File: src/rtl/pipeline_hazard_ctrl_pkg.sv
// mips_pipe_pkg: shared types and constants for the MIPS pipeline hazard logic
package mips_pipe_pkg;
  localparam int REG_W = 5;
  typedef logic [REG_W-1:0] reg_t;
  typedef enum logic {RUN, MC_BUSY} state_t;
  typedef logic [1:0] fwd_t;
  localparam fwd_t FWD_REG = 2'b00;
  localparam fwd_t FWD_WB  = 2'b01;
  localparam fwd_t FWD_MEM = 2'b10;
endpackage

File: src/rtl/pipeline_hazard_ctrl_if.sv
// pipeline_hazard_ctrl_if: signal bundle between the pipeline datapath and the hazard controller
interface pipeline_hazard_ctrl_if #(parameter int CNT_W = 32);
  import mips_pipe_pkg::*;
  reg_t id_rs, id_rt, ex_rs, ex_rt, ex_dst, mem_dst, wb_dst;
  logic id_uses_rt, ex_mem_read, ex_branch_taken, ex_mc_start, mem_reg_write, wb_reg_write;
  logic pc_en, if_id_en, id_ex_en, if_id_flush, id_ex_flush, ex_mem_bubble, busy;
  fwd_t fwd_a, fwd_b;
  logic [CNT_W-1:0] stall_cycles, flush_count;
  modport master (
    output id_rs, id_rt, id_uses_rt, ex_rs, ex_rt, ex_dst, ex_mem_read, ex_branch_taken,
           ex_mc_start, mem_dst, mem_reg_write, wb_dst, wb_reg_write,
    input  pc_en, if_id_en, id_ex_en, if_id_flush, id_ex_flush, ex_mem_bubble,
           fwd_a, fwd_b, busy, stall_cycles, flush_count
  );
  modport slave (
    input  id_rs, id_rt, id_uses_rt, ex_rs, ex_rt, ex_dst, ex_mem_read, ex_branch_taken,
           ex_mc_start, mem_dst, mem_reg_write, wb_dst, wb_reg_write,
    output pc_en, if_id_en, id_ex_en, if_id_flush, id_ex_flush, ex_mem_bubble,
           fwd_a, fwd_b, busy, stall_cycles, flush_count
  );
endinterface

File: src/rtl/pipeline_hazard_ctrl_fwd_sel.sv
// fwd_sel: EX operand forwarding select, EX/MEM result preferred over MEM/WB
module fwd_sel
  import mips_pipe_pkg::*;
(
  input  reg_t src,
  input  reg_t mem_dst,
  input  logic mem_reg_write,
  input  reg_t wb_dst,
  input  logic wb_reg_write,
  output fwd_t sel
);
  always_comb
    sel = (mem_reg_write && mem_dst != '0 && mem_dst == src) ? FWD_MEM :
          (wb_reg_write && wb_dst != '0 && wb_dst == src) ? FWD_WB : FWD_REG;
endmodule

File: src/rtl/pipeline_hazard_ctrl.sv
// pipeline_hazard_ctrl: stall/flush/bubble control and operand forwarding for the 5-stage pipeline
module pipeline_hazard_ctrl
  import mips_pipe_pkg::*;
#(
  parameter int MC_LATENCY = 4,
  parameter int CNT_W = 32
) (
  input logic clk,
  input logic rst,
  pipeline_hazard_ctrl_if.slave bus
);
  localparam logic [3:0] CNT_INIT = 4'(MC_LATENCY - 2);
  state_t state, state_nxt;
  logic [3:0] cnt, cnt_nxt;
  logic [CNT_W-1:0] stall_cycles, flush_count;
  logic hazard, branch, mc_start, load_use, freeze, pc_en;
  assign hazard = bus.ex_mem_read && bus.ex_dst != '0 &&
                  (bus.ex_dst == bus.id_rs || (bus.id_uses_rt && bus.ex_dst == bus.id_rt));
  // state and counters move on the falling edge, in step with the pipeline registers
  always_ff @(negedge clk) begin
    if (rst) begin
      state <= RUN;
      cnt <= '0;
      stall_cycles <= '0;
      flush_count <= '0;
    end else begin
      state <= state_nxt;
      cnt <= cnt_nxt;
      stall_cycles <= stall_cycles + CNT_W'(!pc_en);
      flush_count <= flush_count + CNT_W'(branch);
    end
  end
  always_comb begin
    state_nxt = state;
    cnt_nxt = cnt;
    branch = 1'b0;
    mc_start = 1'b0;
    load_use = 1'b0;
    freeze = 1'b0;
    if (state == RUN) begin
      branch = bus.ex_branch_taken;
      mc_start = !branch && bus.ex_mc_start;
      load_use = !branch && !bus.ex_mc_start && hazard;
      freeze = mc_start;
      state_nxt = mc_start ? MC_BUSY : RUN;
      cnt_nxt = mc_start ? CNT_INIT : cnt;
    end else begin
      freeze = cnt != '0;
      state_nxt = freeze ? MC_BUSY : RUN;
      cnt_nxt = freeze ? cnt - 4'd1 : cnt;
    end
    pc_en = !freeze && !load_use;
  end
  assign bus.pc_en = pc_en;
  assign bus.if_id_en = pc_en;
  assign bus.id_ex_en = !freeze;
  assign bus.if_id_flush = branch;
  assign bus.id_ex_flush = branch || load_use;
  assign bus.ex_mem_bubble = freeze;
  assign bus.busy = state == MC_BUSY;
  assign bus.stall_cycles = stall_cycles;
  assign bus.flush_count = flush_count;
  fwd_sel u_fwd_a (
    .src(bus.ex_rs), .mem_dst(bus.mem_dst), .mem_reg_write(bus.mem_reg_write),
    .wb_dst(bus.wb_dst), .wb_reg_write(bus.wb_reg_write), .sel(bus.fwd_a)
  );
  fwd_sel u_fwd_b (
    .src(bus.ex_rt), .mem_dst(bus.mem_dst), .mem_reg_write(bus.mem_reg_write),
    .wb_dst(bus.wb_dst), .wb_reg_write(bus.wb_reg_write), .sel(bus.fwd_b)
  );
endmodule

File: src/flat_wrapper.sv
// flat-port wrapper written by rule: the top's interface ports become plain ports
module pipeline_hazard_ctrl_flat import mips_pipe_pkg::*;
#(
  parameter int MC_LATENCY = 4,
  parameter int CNT_W = 32
)
  (clk, rst, bus_id_rs, bus_id_rt, bus_id_uses_rt, bus_ex_rs, bus_ex_rt, bus_ex_dst, bus_ex_mem_read, bus_ex_branch_taken, bus_ex_mc_start, bus_mem_dst, bus_mem_reg_write, bus_wb_dst, bus_wb_reg_write, bus_pc_en, bus_if_id_en, bus_id_ex_en, bus_if_id_flush, bus_id_ex_flush, bus_ex_mem_bubble, bus_fwd_a, bus_fwd_b, bus_busy, bus_stall_cycles, bus_flush_count);
  pipeline_hazard_ctrl_if #(.CNT_W(CNT_W)) bus_i ();
  input logic clk;
  input logic rst;
  input wire logic [$bits(bus_i.id_rs)-1:0] bus_id_rs;
  input wire logic [$bits(bus_i.id_rt)-1:0] bus_id_rt;
  input wire logic [$bits(bus_i.id_uses_rt)-1:0] bus_id_uses_rt;
  input wire logic [$bits(bus_i.ex_rs)-1:0] bus_ex_rs;
  input wire logic [$bits(bus_i.ex_rt)-1:0] bus_ex_rt;
  input wire logic [$bits(bus_i.ex_dst)-1:0] bus_ex_dst;
  input wire logic [$bits(bus_i.ex_mem_read)-1:0] bus_ex_mem_read;
  input wire logic [$bits(bus_i.ex_branch_taken)-1:0] bus_ex_branch_taken;
  input wire logic [$bits(bus_i.ex_mc_start)-1:0] bus_ex_mc_start;
  input wire logic [$bits(bus_i.mem_dst)-1:0] bus_mem_dst;
  input wire logic [$bits(bus_i.mem_reg_write)-1:0] bus_mem_reg_write;
  input wire logic [$bits(bus_i.wb_dst)-1:0] bus_wb_dst;
  input wire logic [$bits(bus_i.wb_reg_write)-1:0] bus_wb_reg_write;
  output wire logic [$bits(bus_i.pc_en)-1:0] bus_pc_en;
  output wire logic [$bits(bus_i.if_id_en)-1:0] bus_if_id_en;
  output wire logic [$bits(bus_i.id_ex_en)-1:0] bus_id_ex_en;
  output wire logic [$bits(bus_i.if_id_flush)-1:0] bus_if_id_flush;
  output wire logic [$bits(bus_i.id_ex_flush)-1:0] bus_id_ex_flush;
  output wire logic [$bits(bus_i.ex_mem_bubble)-1:0] bus_ex_mem_bubble;
  output wire logic [$bits(bus_i.fwd_a)-1:0] bus_fwd_a;
  output wire logic [$bits(bus_i.fwd_b)-1:0] bus_fwd_b;
  output wire logic [$bits(bus_i.busy)-1:0] bus_busy;
  output wire logic [$bits(bus_i.stall_cycles)-1:0] bus_stall_cycles;
  output wire logic [$bits(bus_i.flush_count)-1:0] bus_flush_count;
  assign bus_i.id_rs = bus_id_rs;
  assign bus_i.id_rt = bus_id_rt;
  assign bus_i.id_uses_rt = bus_id_uses_rt;
  assign bus_i.ex_rs = bus_ex_rs;
  assign bus_i.ex_rt = bus_ex_rt;
  assign bus_i.ex_dst = bus_ex_dst;
  assign bus_i.ex_mem_read = bus_ex_mem_read;
  assign bus_i.ex_branch_taken = bus_ex_branch_taken;
  assign bus_i.ex_mc_start = bus_ex_mc_start;
  assign bus_i.mem_dst = bus_mem_dst;
  assign bus_i.mem_reg_write = bus_mem_reg_write;
  assign bus_i.wb_dst = bus_wb_dst;
  assign bus_i.wb_reg_write = bus_wb_reg_write;
  assign bus_pc_en = bus_i.pc_en;
  assign bus_if_id_en = bus_i.if_id_en;
  assign bus_id_ex_en = bus_i.id_ex_en;
  assign bus_if_id_flush = bus_i.if_id_flush;
  assign bus_id_ex_flush = bus_i.id_ex_flush;
  assign bus_ex_mem_bubble = bus_i.ex_mem_bubble;
  assign bus_fwd_a = bus_i.fwd_a;
  assign bus_fwd_b = bus_i.fwd_b;
  assign bus_busy = bus_i.busy;
  assign bus_stall_cycles = bus_i.stall_cycles;
  assign bus_flush_count = bus_i.flush_count;
  pipeline_hazard_ctrl #(.MC_LATENCY(MC_LATENCY), .CNT_W(CNT_W)) u_core (.clk(clk), .rst(rst), .bus(bus_i));
endmodule
File: config.mk
export PLATFORM = sky130hd
export DESIGN_NAME = pipeline_hazard_ctrl_flat
export DESIGN_NICKNAME = d
export VERILOG_FILES = /design/src/rtl/pipeline_hazard_ctrl_pkg.sv /design/src/rtl/pipeline_hazard_ctrl_if.sv /design/src/rtl/pipeline_hazard_ctrl_fwd_sel.sv /design/src/rtl/pipeline_hazard_ctrl.sv /design/src/flat_wrapper.sv
export SDC_FILE = /design/constraint.sdc
export NUM_CORES = 1
export LEC_CHECK = 0
export ABC_AREA = 1
export CAP_MARGIN = 20
export CORE_MARGIN = 4
export CORE_UTILIZATION = 49
export CTS_CLUSTER_DIAMETER = 200
export CTS_CLUSTER_SIZE = 8
export DETAILED_ROUTE_END_ITERATION = 8
export PLACE_DENSITY = 0.81
export SKIP_LAST_GASP = 1
export SLEW_MARGIN = 40
export SYNTH_ARGS = -nofsm -noshare
export SYNTH_HDL_FRONTEND = slang
export SYNTH_HIERARCHICAL = 1
export SYNTH_SLANG_ARGS = --single-unit
File: constraint.sdc
create_clock -name clk -period 5 [get_ports clk]
set_input_delay 1.25 -clock clk [delete_from_list [all_inputs] [get_ports clk]]
set_output_delay 1.25 -clock clk [all_outputs]
set_load 0.005 [all_outputs]
==> impl_metrics.ini <==
[synthesis]
yosys.area.top_type = dfxtp_1
synth.distinct_cells = 30
synth.avg_cell_area_um2 = 5.89
ys_seq_area_frac = 0.311
async_reset_ff_frac = 0
synth_common_cells = nand2_1 (241), nor2_1 (134), inv_1 (99)
synth_most_common_cell = nand2_1
syn_nets = 803
synth_top_area_frac = 0.311
synthCells = 754
ys_ff_latch = 69
synth_area_leaders = dfxtp_1 (31%), nand2_1 (20%), nor2_1 (11%)
synth_area_um2 = 4440
synthFlopType = dfxtp_1
synth-edff-count = 0
yosysWarnings = 6

[timing]
max_slew_margin = 0.764
tns_ns = -4.58
worst_slew_pin_slew_ns = 0.353
rsz0062_at_grt = true
finalWorstSetupSlack_ns = -0.341
setup_viol = 29
hold_viol = 0
slew_violations = 0
finClkSkew_ns = 0.0349
holdWs_ns = 0.468

[routing]
viasPerCell = 5.28
drc = 0
first_iter_violations = 462
vias = 5883
drtPass1Iterations = 6
wl_um = 16200
routedWlPerCell_um = 14.5
antenna_left = 0

[critical_path]
crit_start = bus_ex_dst[2]
crit_type = in -> reg
cp.required_ns = 2.79
r2r_start = u_core/bus.busy
rrSetupSlack_ns = 2.79
startpoint_type = primary input
arrival_ns = 3.13
endpoint = u_core/bus.stall_cycles[18]
cp_max_fo = 8
endpoint_kind = flop
r2r_end = u_core/bus.stall_cycles[18]
reg2reg_depth = 16

[floorplanning]
io_pins = 118
num_rows = 34
die_x_um = 103
dieArea_um2 = 10600
die_h_um = 103
core-area_um2 = 8760
start_util = 0.507

[pwr]
ir_drop_v = 0.000216
share_comb_of_total_power = 0.136
power_switching_share = 0.352
switchingPower_mw = 0.489
internal_power_mw = 0.902
p_leak_nw = 3.30
power.density_nw_per_um2 = 200
pwr-share-seq = 0.401
pwr-share-clk = 0.463

[layout]
nNetsFinal = 1051
num-fill-cells = 665
area_growth_syn_to_layout_pct = 56.9
diodes = 0
drive_gt1_frac = 0.266

[global_route]
grt_pass1_wl_um = 23800
grt_pass1_vias = 5447
grt_max_degree = 31
overflow = 0
antenna_found_initial = 0
grt_usage = 0.280

[clocking]
path_clk_slew_ns = 0.05
cts_tree = yes
cts.htree.levels = 3
clkSinkCount = 69
clock_path_buffers = 2
cts_hold_buf = 0
cts_made_buffers = 9
ctsRootBufferMaster = clkbuf_8
clk_latency_ns = 0.42

[placed_design]
place_congestion = 0.894
io_buffer_count = 117
hpwl_um = 10700

[job]
max-cap-violations = 0

[outcome]
violations = setup timing
status = finished, violations left

[worst_hold_path]
hold_path.class = reg -> reg
==> per-stage QoR <==
| stage | cells | total power [mW] | util | setup WS [ns] | area, um^2 |
|---|---|---|---|---|---|
| 2_1_floorplan | 754 | 0.733 | - | -0.316 | 4520 |
| 3_3_place_gp | 1011 | 0.818 | 0.694 | -1.02 | 6080 |
| 3_5_place_dp | 1011 | 0.825 | 0.694 | -1.13 | 6080 |
| 4_1_cts | 1106 | 1.39 | 0.762 | -0.217 | 6680 |
| 5_1_grt | 1115 | 1.50 | 0.795 | -0.384 | 6970 |
| 6_report | 1115 | 1.39 | 0.795 | -0.341 | 6970 |
==> timing repair <==
action | in CTS | in global routing
buffers inserted | 11 | 10
pin swaps | 33 | 34
setup endpoints to repair | 126 | 36
gates resized for setup | 274 | 63
cloned | 0 | 0
==> placed cells by master, fill, tap and decap left out, types with 6 or more instances in the layout <==
master           count
xor2_1               6
nor2_4              16
o21ai_0             15
nand3_1             40
nand2_1            220
inv_2               16
buf_6               23
nor2_2              11
clkdlybuf4s50_1     26
dfxtp_1             14
nand2_2             27
clkbuf_8             9
dlygate4sd2_1       61
nand2_4              6
inv_1              155
buf_2               11
nor2_1             130
dfxtp_4             15
buf_4               46
dfxtp_2             40
a21oi_2             12
a21oi_1             42
nand3_2              7
==> kinds of logic (layout without fill, tap and decap cells) <==
| logic type | after synthesis | in the layout | synth area share |
|---|---|---|---|
| and+or+nand+nor | 467 | 467 | 0.448 |
| buffers and inverters | 118 | 371 | 0.103 |
| AOI/OAI and AO/OA | 84 | 84 | 0.101 |
| DFF | 69 | 69 | 0.311 |
| xor gates and xnor gates | 10 | 10 | 0.0197 |
| adders and majority gates | 6 | 6 | 0.0169 |
==> registers in the layout (all words and copies together) (netlist names) <==
register / count
u_core/bus.flush_count: 32
u_core/bus.stall_cycles: 32
u_core/cnt: 4
u_core/bus.busy: 1
==> area by class of cell <==
class                      instances  area, um^2  area share
timing repair buffer             177        1590       0.228
clock inverter                    76         308      0.0442
sequential                        69        1490       0.214
clock buffer                       9         124      0.0178
multi-input combinational        567        2880       0.413
tap                              108         135      0.0194
inverter                         109         445      0.0639
==> worst max-delay path, stage by stage <==
cell	delay, ns
buf_12	0.11
nand2_1	0.07
nand2_1	0.05
nor2_1	0.11
nand3_1	0.10
nand2_2	0.11
nand2_2	0.09
nand2_2	0.09
ha_4	0.15
ha_4	0.14
nand2_4	0.05
nor2_4	0.20
nand3_4	0.12
nor2_4	0.24
nand3_2	0.11
nand2_1	0.09
nor2_1	0.04
==> worst min-delay path by stage <==
stage / from / to / slack, ns / depth (start not counted)
final: u_core/bus.flush_count[31] / u_core/bus.flush_count[31] / 0.47 / 2
after global routing: u_core/bus.flush_count[31] / u_core/bus.flush_count[31] / 0.49 / 2
after global placement: u_core/cnt[0] / u_core/cnt[0] / 0.44 / 1
after floorplan: u_core/cnt[0] / u_core/cnt[0] / 0.42 / 1
after detailed placement: u_core/bus.flush_count[31] / u_core/bus.flush_count[31] / 0.47 / 2
after CTS: u_core/bus.stall_cycles[8] / u_core/bus.stall_cycles[8] / 0.47 / 1
==> metal layers <==
metal  up-vias  part of all wire  GRT usage
li1       2835                 -          -
met1      2598              0.38      0.322
met2       372              0.49      0.478
met3        78             0.094     0.0731
met4         0             0.042      0.145
met5         -                 0          0
==> power by group through the flow <==
stage / clock, mW / combinational [mW] / sequential, mW
floorplan: 0.0849 / 0.0743 / 0.574
global placement: 0.0849 / 0.160 / 0.573
detailed placement: 0.0849 / 0.167 / 0.573
CTS: 0.661 / 0.173 / 0.558
global route: 0.739 / 0.206 / 0.556
finish: 0.644 / 0.189 / 0.557
Note: power is estimated with default switching activity, not from simulation.
